--- src/rtl/hit_conditioner.sv ---
`timescale 1ns/1ps
// hit_conditioner
// Turns the raw, bouncy hit button into a clean single-cycle hit strobe for
// the score stage. The raw input is synchronized by two flops and then
// debounced by an FSM. The FSM needs a stable run of samples to accept a
// press. It needs another stable run to accept the release. After the
// release it ignores the input for a short lockout window.
//
// Ports:
//   clk          system clock, all state updates on posedge
//   rst_n        asynchronous active-low reset
//   btn_raw      raw asynchronous button, active-high, idle low
//   enable       when low, accepted presses give no hit_pulse and no count
//   hit_pulse    one-cycle strobe per accepted, enabled press
//   btn_level    debounced button level
//   press_count  accepted and enabled presses, wraps modulo 2^CNT_W
//   glitch_count aborted press attempts, saturates at all-ones
//   busy         high whenever the FSM is not in IDLE
module hit_conditioner #(
   parameter int DEBOUNCE_CYCLES = 10,
   parameter int LOCKOUT_CYCLES  = 4,
   parameter int CNT_W           = 8
) (
   input  logic             clk,
   input  logic             rst_n,
   input  logic             btn_raw,
   input  logic             enable,
   output logic             hit_pulse,
   output logic             btn_level,
   output logic [CNT_W-1:0] press_count,
   output logic [CNT_W-1:0] glitch_count,
   output logic             busy
);

   // One counter serves both the debounce runs and the lockout window.
   localparam int MAX_CYC = (DEBOUNCE_CYCLES > LOCKOUT_CYCLES) ? DEBOUNCE_CYCLES : LOCKOUT_CYCLES;
   localparam int CW      = (MAX_CYC > 1) ? $clog2(MAX_CYC) : 1;
   localparam logic [CW-1:0] DEB_LAST = CW'(DEBOUNCE_CYCLES - 1);
   localparam logic [CW-1:0] LCK_LAST = CW'((LOCKOUT_CYCLES > 0) ? LOCKOUT_CYCLES - 1 : 0);

   typedef enum logic [2:0] {
      IDLE,
      ARM,
      PRESSED,
      RELEASE,
      LOCKOUT
   } state_t;

   state_t        state, state_n;
   logic [CW-1:0] cnt, cnt_n;
   logic          ff1, ff2;
   logic          btn_s;
   logic          accept;
   logic          abort;

   // Two-flop synchronizer. Only btn_s is used past this point.
   // NOTE: sequential state uses non-blocking assignments, so that every flop
   // samples the values from before the edge, whatever the statement order.
   always_ff @(posedge clk or negedge rst_n) begin
      if (!rst_n) begin
         ff1 <= 1'b0;
         ff2 <= 1'b0;
      end else begin
         ff1 <= btn_raw;
         ff2 <= ff1;
      end
   end

   assign btn_s = ff2;

   // Next-state logic. In ARM and RELEASE, cnt counts the stable samples
   // already seen. When it reaches DEB_LAST, the current sample completes
   // the run.
   // NOTE: every signal gets a default before the case. Without the defaults,
   // a path that does not assign a signal would infer a latch.
   always_comb begin
      state_n = state;
      cnt_n   = cnt;
      accept  = 1'b0;
      abort   = 1'b0;
      unique case (state)
         IDLE: begin
            if (btn_s) begin
               state_n = ARM;
               cnt_n   = '0;
            end
         end
         ARM: begin
            if (!btn_s) begin
               state_n = IDLE;
               abort   = 1'b1;
            end else if (cnt == DEB_LAST) begin
               state_n = PRESSED;
               accept  = 1'b1;
            end else begin
               cnt_n = cnt + 1'b1;
            end
         end
         PRESSED: begin
            if (!btn_s) begin
               state_n = RELEASE;
               cnt_n   = '0;
            end
         end
         RELEASE: begin
            // A bounce back high resumes the press without a new strobe.
            if (btn_s) begin
               state_n = PRESSED;
            end else if (cnt == DEB_LAST) begin
               state_n = (LOCKOUT_CYCLES > 0) ? LOCKOUT : IDLE;
               cnt_n   = '0;
            end else begin
               cnt_n = cnt + 1'b1;
            end
         end
         LOCKOUT: begin
            // The input is ignored here. A press that is still held when
            // IDLE is re-entered starts a fresh ARM.
            if (cnt == LCK_LAST) begin
               state_n = IDLE;
            end else begin
               cnt_n = cnt + 1'b1;
            end
         end
         default: state_n = IDLE;
      endcase
   end

   always_ff @(posedge clk or negedge rst_n) begin
      if (!rst_n) begin
         state        <= IDLE;
         cnt          <= '0;
         hit_pulse    <= 1'b0;
         btn_level    <= 1'b0;
         press_count  <= '0;
         glitch_count <= '0;
      end else begin
         state     <= state_n;
         cnt       <= cnt_n;
         hit_pulse <= accept & enable;
         // Driven from the next state so that the level moves on the same
         // edge as the state register.
         btn_level <= (state_n == PRESSED) || (state_n == RELEASE);
         if (accept && enable) begin
            press_count <= press_count + 1'b1;
         end
         if (abort && (glitch_count != '1)) begin
            glitch_count <= glitch_count + 1'b1;
         end
      end
   end

   assign busy = (state != IDLE);

endmodule

--- config.mk ---
export PLATFORM = sky130hd
export DESIGN_NAME = hit_conditioner
export DESIGN_NICKNAME = d
export VERILOG_FILES = /design/src/rtl/hit_conditioner.sv
export SDC_FILE = /design/constraint.sdc
export NUM_CORES = 1
export LEC_CHECK = 0
export BUFFER_PORTS_ARGS = -buffer_cell sky130_fd_sc_hd__buf_4
export CAP_MARGIN = 10
export CORE_UTILIZATION = 54
export CTS_CLUSTER_DIAMETER = 50
export CTS_CLUSTER_SIZE = 10
export DETAILED_ROUTE_END_ITERATION = 8
export HOLD_SLACK_MARGIN = 0.06
export PLACE_DENSITY = 0.77
export REMOVE_ABC_BUFFERS = 1
export SYNTH_ARGS = -nofsm -noshare
export SYNTH_HDL_FRONTEND = slang
export SYNTH_SLANG_ARGS = --single-unit
--- constraint.sdc ---
create_clock -name clk -period 2.4 [get_ports clk]
set_clock_uncertainty 0.2 [all_clocks]
set_input_delay 0.36 -clock clk [delete_from_list [all_inputs] [get_ports clk]]
set_output_delay 0.36 -clock clk [all_outputs]
set_load 0.005 [all_outputs]
==> out/metrics.cfg, run 1 <==
[synth]
yosys_warnings=0
avgSynthCellArea_sq_um=11.88
ys_seq_elements=27
synth_top_area_share=0.5123
ys_types=37
synthArstFlopShare=1.000
synth_edf_count=0
yosys.area.top_type=dfrtp_1
synth.top_cells.by_area=dfrtp_1, xnor2_1, ha_1
seq_area_frac_synth=0.5123
synthFlopType=dfrtp_1
synth_area_sq_mm=0.001319
syn_inst=111

[pwr]
p_int_uw=965.4
p_sw_frac=0.3637
power.switching_uw=551.8
power_density_mw_per_mm2=977.9
clkPwrFrac=0.126
power_leakage_nw=0.7258
power_frac_comb=0.398
seqPwrFrac=0.476
peakVddDrop_v=0.0007939
total_power_mw=1.517

[critical_path]
critPathBufInv=1
crit_path_top_delay_cell=nor4_4
r2r-start=cnt[1]
worstPathCellList=inv_1, ha_1, nand3b_1, nor4_4, mux2_2
cp_top_family=simple AND/OR/NAND/NOR gates
max_stage_delay_ns=0.52
path_class=reg2reg
cp_max_fo=9
critical_path_arrival_ns=2.02
reg2reg_depth=5
reg2reg_to=press_count[1]
rrSetupSlack_ns=0.41
crit_start=cnt[1]
crit_cells=5
cp-end-kind=flop
crit_path_start_kind=flop
cp.required_ns=2.43
cp-endpoint=press_count[1]

[clocking]
cts_buffer_depth=2
cts_buffers=3
hold_buffers=2
cts_setup_buffers=0
numClockSinks=27
root_buffer=clkbuf_4
clk_pin_slew_worst_paths_ns=0.15
htree_levels=1
clock_latency_ns=0.32
cts_resized=0
cts_tree=built

[die]
initial_core_util=0.5849
fp-row-count=17
core_area_sq_mm=0.002255
pin_count=23
die_w_microns=51.42
dieArea_sq_mm=0.002644
die_y_microns=51.42

[grt]
grtUsageTotal=0.1968
grt_max_degree=28
grt_pass1_vias=893
grt.overflow.total=0
grt_pass1_wl_microns=3836
antenna_found_initial=0

[layout]
n_antenna_cell=0
fillers=185
fin_area_sq_mm=0.001551
layout_common_cells=dfrtp_1, buf_4, xnor2_1, nand3_1
final_nets=146
final_cells=165
drive_above_1_share=0.2263
final_common_cell=dfrtp_1
areaGrowthSynthToFinish_pct=17.65

[timing]
finalSetupTns_ns=0
finalCriticalPeriod_ns=1.995
rsz0062_at_grt=no
relSlewSlack=0.6658
drv_slew=0
min_period_over_period=0.8312
final_hold_viol_count=0
setup_viol=0
tightestPinTransition_ns=0.4975
fmax_mhz=501.3
whs_ns=0.1628

[route]
postRouteAntennaNets=0
route.detailed.drc=0
drt_iter0_markers=6
vias=902
viasPerCell=5.467
totalWireLength_microns=2227
avgRoutedWirePerCell_microns=13.50
firstDrtPassIters=4

[flow_run]
max-cap-violations=0

[place]
dp_hpwl_microns=1648
dp.cells=159
portBuffers=22
post_dp_cell_area_sq_mm=0.001505
gp_congestion=0.7770

[outcome]
status=completed

[worst_hold_path]
hold_path.class=in2reg

==> power groups by stage <==
stage / Sequential, mW / Clock, mW / Combinational (mW)
final: 0.723 / 0.191 / 0.604
after detailed placement: 0.732 / 0 / 0.610
after global placement: 0.722 / 0 / 0.590
after floorplan: 0.726 / 0 / 0.379
after CTS: 0.721 / 0.196 / 0.614
after global routing: 0.745 / 0.214 / 0.679
==> kinds of logic (layout without fill, tap and decap cells) <==
kind of cell	Yosys count	in the layout	synth area share
xor gates and xnor gates	16	16	0.1063
AOI/OAI and AO/OA	15	15	0.09488
muxes	3	3	0.02467
and+or+nand+nor	41	41	0.2021
adders and majority gates	4	4	0.03795
buffers and inverters	5	31	0.02182
DFF	27	27	0.5123
==> tightest hold or removal path: cells and delay by family <==
kind                   cells  cell delay (ns)
and+or+nand+nor            2             0.19
buffers and inverters      1             0.11
==> flip-flops by register name, indices dropped and copies added, names as in the netlist <==
| register | cells |
|---|---|
| glitch_count | 8 |
| press_count | 8 |
| cnt | 4 |
| state | 3 |
| btn_level | 1 |
| btn_s | 1 |
| ff1 | 1 |
| hit_pulse | 1 |
==> through the flow <==
step | util | worst slack, ns
3_3_place_gp | 0.6676 | 0.4576
6_report | 0.6881 | 0.4052
3_5_place_dp | 0.6676 | 0.4020
2_1_floorplan | - | 0.4994
4_1_cts | 0.6881 | 0.3907
5_1_grt | 0.6881 | 0.2353
==> worst min-delay path by stage <==
stage          slack (ns)              end  depth (start not counted)    from
5_1_grt              0.17        hit_pulse                          3  enable
3_3_place_gp         0.09  glitch_count[2]                          1   rst_n
4_1_cts              0.17        hit_pulse                          3  enable
3_5_place_dp         0.09  glitch_count[3]                          1   rst_n
6_report             0.16        hit_pulse                          3  enable
2_1_floorplan       -0.14        btn_level                          0   rst_n
==> cell usage after synthesis, drive strengths merged (2+ instances only) <==
library cell / n
o22ai: 3
a21oi: 3
and3: 5
xnor2: 13
ha: 4
nand4: 6
inv: 2
mux2: 2
xor2: 3
nor3b: 2
dfrtp: 27
nand2: 6
nand3: 7
nand2b: 3
buf: 3
nor2: 2
a211oi: 2
nand4b: 2
o211ai: 2
==> metal layers <==
metal	up-vias	GRT usage	wire [microns]
li1	451	-	-
met3	2	0.03571	56
met1	434	0.2256	1045
met5	-	0	0
met4	0	0.06757	16
met2	15	0.3615	1108
==> cell type report <==
type | instances | area (sq um) | area share
Sequential cell | 27 | 675.6 | 0.4355
Multi-Input combinational cell | 79 | 614.3 | 0.3960
Timing Repair Buffer | 25 | 192.7 | 0.1242
Tap cell | 28 | 35.03 | 0.02258
Clock buffer | 4 | 26.28 | 0.01694
Inverter | 2 | 7.507 | 0.004839
(Power assumes the default switching activity.)
==> inputs of run 2 (changes only) <==
--- a/config.mk
+++ b/config.mk
@@ -7,12 +7,12 @@
 export LEC_CHECK = 0
 export BUFFER_PORTS_ARGS = -buffer_cell sky130_fd_sc_hd__buf_4
 export CAP_MARGIN = 10
-export CORE_UTILIZATION = 54
+export CORE_UTILIZATION = 49
 export CTS_CLUSTER_DIAMETER = 50
 export CTS_CLUSTER_SIZE = 10
 export DETAILED_ROUTE_END_ITERATION = 8
 export HOLD_SLACK_MARGIN = 0.06
-export PLACE_DENSITY = 0.77
+export PLACE_DENSITY = 0.74
 export REMOVE_ABC_BUFFERS = 1
 export SYNTH_ARGS = -nofsm -noshare
 export SYNTH_HDL_FRONTEND = slang
==> constraint.sdc (replaced) <==
create_clock -name clk -period 1.8 [get_ports clk]
set_clock_uncertainty 0.2 [all_clocks]
set_input_delay 0.27 -clock clk [delete_from_list [all_inputs] [get_ports clk]]
set_output_delay 0.27 -clock clk [all_outputs]
set_load 0.005 [all_outputs]
==> out/metrics.cfg, run 2 (synthesis results as in run 1) <==
[clocking]
cts_tree=built
root_buffer=clkbuf_4
clock_latency_ns=0.34
htree_levels=1
cts_buffer_depth=2
cts_buffers=3
numClockSinks=27
clk_pin_slew_worst_paths_ns=0.15

[grt]
grtUsageTotal=0.2025
grt_pass1_vias=981
grt.met3_usage=0.03107
grt_max_degree=28
use_met1=0.2599
antenna_found_initial=0
grt_pass1_wl_microns=4167
met2_usage=0.3292
grt_busiest_layer=met2
grt.overflow.total=0

[route]
totalWireLength_microns=2564
vias=1024
viasPerCell=5.535
drt_iter0_markers=16
route.detailed.drc=0
avgRoutedWirePerCell_microns=13.86
postRouteAntennaNets=0
firstDrtPassIters=4

[critical_path]
reg2reg_depth=5
crit_start=state[0]
cp.required_ns=1.33
max_stage_delay_ns=0.42
crit_path_start_kind=flop
crit_path_top_delay_cell=dfrtp_1
cp-end-kind=output pin
rrSetupSlack_ns=-0.02
critical_path_arrival_ns=1.37
reg2reg_to=glitch_count[2]
cp_max_fo=4
path_class=reg2out
worstPathCellList=buf_6, or3_1, buf_4
r2r-start=state[2]
cp-endpoint=busy

[layout]
final_nets=164
areaGrowthSynthToFinish_pct=32.45
n_antenna_cell=0
layout_common_cells=buf_4, dfrtp_1, xnor2_1, nand3_1
final_cells=185
final_common_cell=buf_4
drive_above_1_share=0.3806
largest_registers=glitch_count: 8 flops, press_count: 8 flops, cnt: 4 flops

[pwr]
peakVddDrop_v=0.0008518
power_density_mw_per_mm2=1376
total_power_mw=2.403
power_leakage_nw=0.8313

[outcome]
violations=negative setup slack
status=finished, violations left

[flow_run]
max-cap-violations=0

[die]
die_w_microns=53.88
core_area_sq_mm=0.002500
initial_core_util=0.5275
die_y_microns=53.88
pin_count=23
fp-row-count=18
dieArea_sq_mm=0.002903

[place]
gp_congestion=0.8253
dp_hpwl_microns=1769
dp_slack_ns=-0.1014
portBuffers=22
dp.cells=173

[timing]
fmax_mhz=543.9
setup_viol=3
whs_ns=0.1524
final_hold_viol_count=0
tightestPinTransition_ns=0.3368
rsz0062_at_grt=yes
drv_slew=0
min_period_over_period=1.021
finalSetupTns_ns=-0.05878
finalCriticalPeriod_ns=1.839
fin_ws_ns=-0.03857
relSlewSlack=0.7755

[worst_hold_path]
hold_path.class=in2async

[run 2: changes by cell type in the layout (fill, tap and decap cells not counted), moves of 2 or more]
cell | previous run | this run
ha_2 | 0 | 2
buf_6 | 0 | 3
buf_4 | 23 | 37
ha_1 | 4 | 2
mux2_4 | 0 | 2
[run 2: how the worst min path moves through the flow]
stage	to	start	depth (start not counted)	slack (ns)
after floorplan	btn_level	rst_n	0	-0.23
after global placement	btn_level	rst_n	1	-0.0006
after detailed placement	btn_level	rst_n	1	0.002
after CTS	glitch_count[2]	rst_n	2	0.16
after global routing	hit_pulse	enable	4	0.16
final	press_count[1]	rst_n	2	0.15
[run 2: power by group]
group          total [mW]  internal [mW]  switching (mW)
combinational        1.19          0.685           0.509
sequential          0.932          0.765           0.168
clock               0.277         0.0853           0.192
total                2.40           1.53           0.868
[run 2: metal layers]
metal,vias up,share of wire,routed length [microns]
li1,492,-,-
met1,510,0.48,1232
met2,19,0.47,1204
met3,3,0.035,90
met4,0,0.015,38
met5,-,0,0
[run 2: repair_timing]
item                       in CTS  in global routing
hold endpoints to repair       28                  0
gates cloned                    1                  0
pin swaps                       2                  7
resized for setup               8                  7
setup buffers                   5                  0
setup endpoints to repair      12                 19
hold buffers                    2                  0
[run 2: worst max-delay path, delay by kind of cell (launching register included)]
family | cells | cell delay [ns]
simple gates | 1 | 0.35
flops | 1 | 0.42
buf+inv | 2 | 0.26
[run 2: area by class of cell]
type	instances	area [sq um]
flip-flops and latches	27	675.6
fillers	183	753.2
inverters	2	7.507
clock buffers	3	22.52
repair buffers	43	336.6
multi-input cells	79	659.4
clock inverters	1	7.507
well taps	30	37.54
[run 2: metrics by stage]
step / area [sq um] / util
finish: 1747 / 0.6987
global route: 1747 / 0.6987
CTS: 1713 / 0.6852
detailed placement: 1598 / 0.6391
global placement: 1598 / 0.6391
floorplan: 1297 / -
==> inputs of run 3 (changes only) <==
--- a/config.mk
+++ b/config.mk
@@ -12,7 +12,7 @@
 export CTS_CLUSTER_SIZE = 10
 export DETAILED_ROUTE_END_ITERATION = 8
 export HOLD_SLACK_MARGIN = 0.06
-export PLACE_DENSITY = 0.74
+export PLACE_DENSITY = 0.82
 export REMOVE_ABC_BUFFERS = 1
 export SYNTH_ARGS = -nofsm -noshare
 export SYNTH_HDL_FRONTEND = slang
==> out/metrics.cfg, run 3 (synthesis results as in run 1) <==
[outcome]
status=finished, violations left
violations=negative setup slack

[critical_path]
crit_top_cell=o211ai_1
critical_path_arrival_ns=1.90
cp-end-kind=flop
critPathBufInv=1
path_class=reg2reg
cp_top_family=simple AND/OR/NAND/NOR gates
worstPathCellList=buf_4, ha_1, or3b_4, and3_4, o211ai_1, o211ai_1
max_stage_delay_ns=0.41
cp.required_ns=1.82
crit_path_top_delay_cell=dfrtp_1
crit_path_start_kind=flop
cp_max_fo=4

[layout]
n_antenna_cell=0
final_common_cell=buf_4
layout_common_cells=buf_4, dfrtp_1, xnor2_1, nand3_1, nand4_1
largest_registers=glitch_count: 8 flops, press_count: 8 flops, cnt: 4 flops
final_nets=165
drive_above_1_share=0.4103
areaGrowthSynthToFinish_pct=35.48
finish.utilization=0.7147

[timing]
min_period_over_period=1.048
fmax_mhz=530.2
rsz0062_at_grt=yes
tightestPinTransition_ns=0.3386
setup_viol=15
finalSetupTns_ns=-0.5549
final_hold_viol_count=0
drv_slew=0
finalCriticalPeriod_ns=1.886
relSlewSlack=0.7743
fin_ws_ns=-0.08615
whs_ns=0.1474

[route]
avgRoutedWirePerCell_microns=14.12
vias=1019
firstDrtPassIters=4
totalWireLength_microns=2626
route.detailed.drc=0
postRouteAntennaNets=0
drt_iter0_markers=31
viasPerCell=5.478

[place]
portBuffers=22
dp_hpwl_microns=1757
gp_congestion=0.8002
dp_slack_ns=-0.1021

[pwr]
seqPwrFrac=0.389
power_frac_comb=0.499
p_sw_frac=0.3664
peakVddDrop_v=0.001091
clkPwrFrac=0.112
power_density_mw_per_mm2=1359
power.switching_uw=889.7
p_int_mw=1.539
total_power_mw=2.429
power_leakage_nw=0.8506

[clocking]
cts_buffers=3
cts_tree=built
numClockSinks=27
clock_latency_ns=0.34
root_buffer=clkbuf_4
htree_levels=1
cts_buffer_depth=2
clk_pin_slew_worst_paths_ns=0.16

[die]
pin_count=23
dieArea_sq_mm=0.002903
fp-row-count=18
core_area_sq_mm=0.002500
die_w_microns=53.88
initial_core_util=0.5275
die_y_microns=53.88

[grt]
grt_pass1_vias=945
grt.overflow.total=0
grtUsageTotal=0.1897
grt_max_degree=28
antenna_found_initial=0
grt_pass1_wl_microns=3933

[flow_run]
max-cap-violations=0

[worst_hold_path]
hold_path.class=in2async

==> run 3: cell types whose count changed in the layout (fill, tap and decap cells not counted), sizes merged <==
cell / previous run / this run
buf: 41 / 42
==> run 3: metrics by stage <==
step | cell area, sq um | instances
CTS | 1700 | 183
floorplan | 1297 | 108
global placement | 1575 | 170
detailed placement | 1575 | 170
global route | 1787 | 186
finish | 1787 | 186
==> run 3: final cells by class <==
| class | instances | area [sq um] |
|---|---|---|
| clock inverter | 1 | 7.507 |
| multi-input combinational | 79 | 688.2 |
| fill | 182 | 713.2 |
| tap | 30 | 37.54 |
| timing repair buffer | 44 | 347.8 |
| inverter | 2 | 7.507 |
| sequential | 27 | 675.6 |
| clock buffer | 3 | 22.52 |
==> run 3: path summary, 6_finish.rpt <==
| check | startpoint | to | slack [ns] | cells after the start |
|---|---|---|---|---|
| hold / removal | rst_n | glitch_count[3] | 0.15 | 2 |
| min in group clk | ff1 | btn_s | 0.17 | 0 |
| setup reg to reg | cnt[1] | cnt[3] | -0.09 | 6 |
| setup / recovery | cnt[1] | cnt[3] | -0.09 | 6 |
| hold reg to reg | ff1 | btn_s | 0.17 | 0 |
| max in group asynchronous | rst_n | cnt[2] | 0.98 | 2 |
==> run 3: routing by layer <==
layer / vias to the layer above / part of all wire / GRT usage
met3: 2 / 0.038 / 0.03107
met1: 491 / 0.45 / 0.2450
met4: 0 / 0.0095 / 0.05702
met5: - / 0 / 0
met2: 31 / 0.50 / 0.3230
li1: 495 / - / -
==> run 3: repair_timing <==
action / in CTS / in global routing
hold buffers: 2 / 0
cloned: 1 / 0
resized for setup: 9 / 14
pin swaps: 3 / 6
endpoints found under the hold margin: 28 / 0
setup buffers: 6 / 3
setup endpoints to repair: 12 / 18
==> run 3: power groups by stage <==
stage          Sequential (mW)  Combinational [mW]  Clock, mW
2_1_floorplan            0.968               0.505          0
4_1_cts                  0.927                1.08      0.279
3_5_place_dp             0.936               0.953          0
5_1_grt                  0.971                1.33      0.299
3_3_place_gp             0.924               0.922          0
6_report                 0.945                1.21      0.273
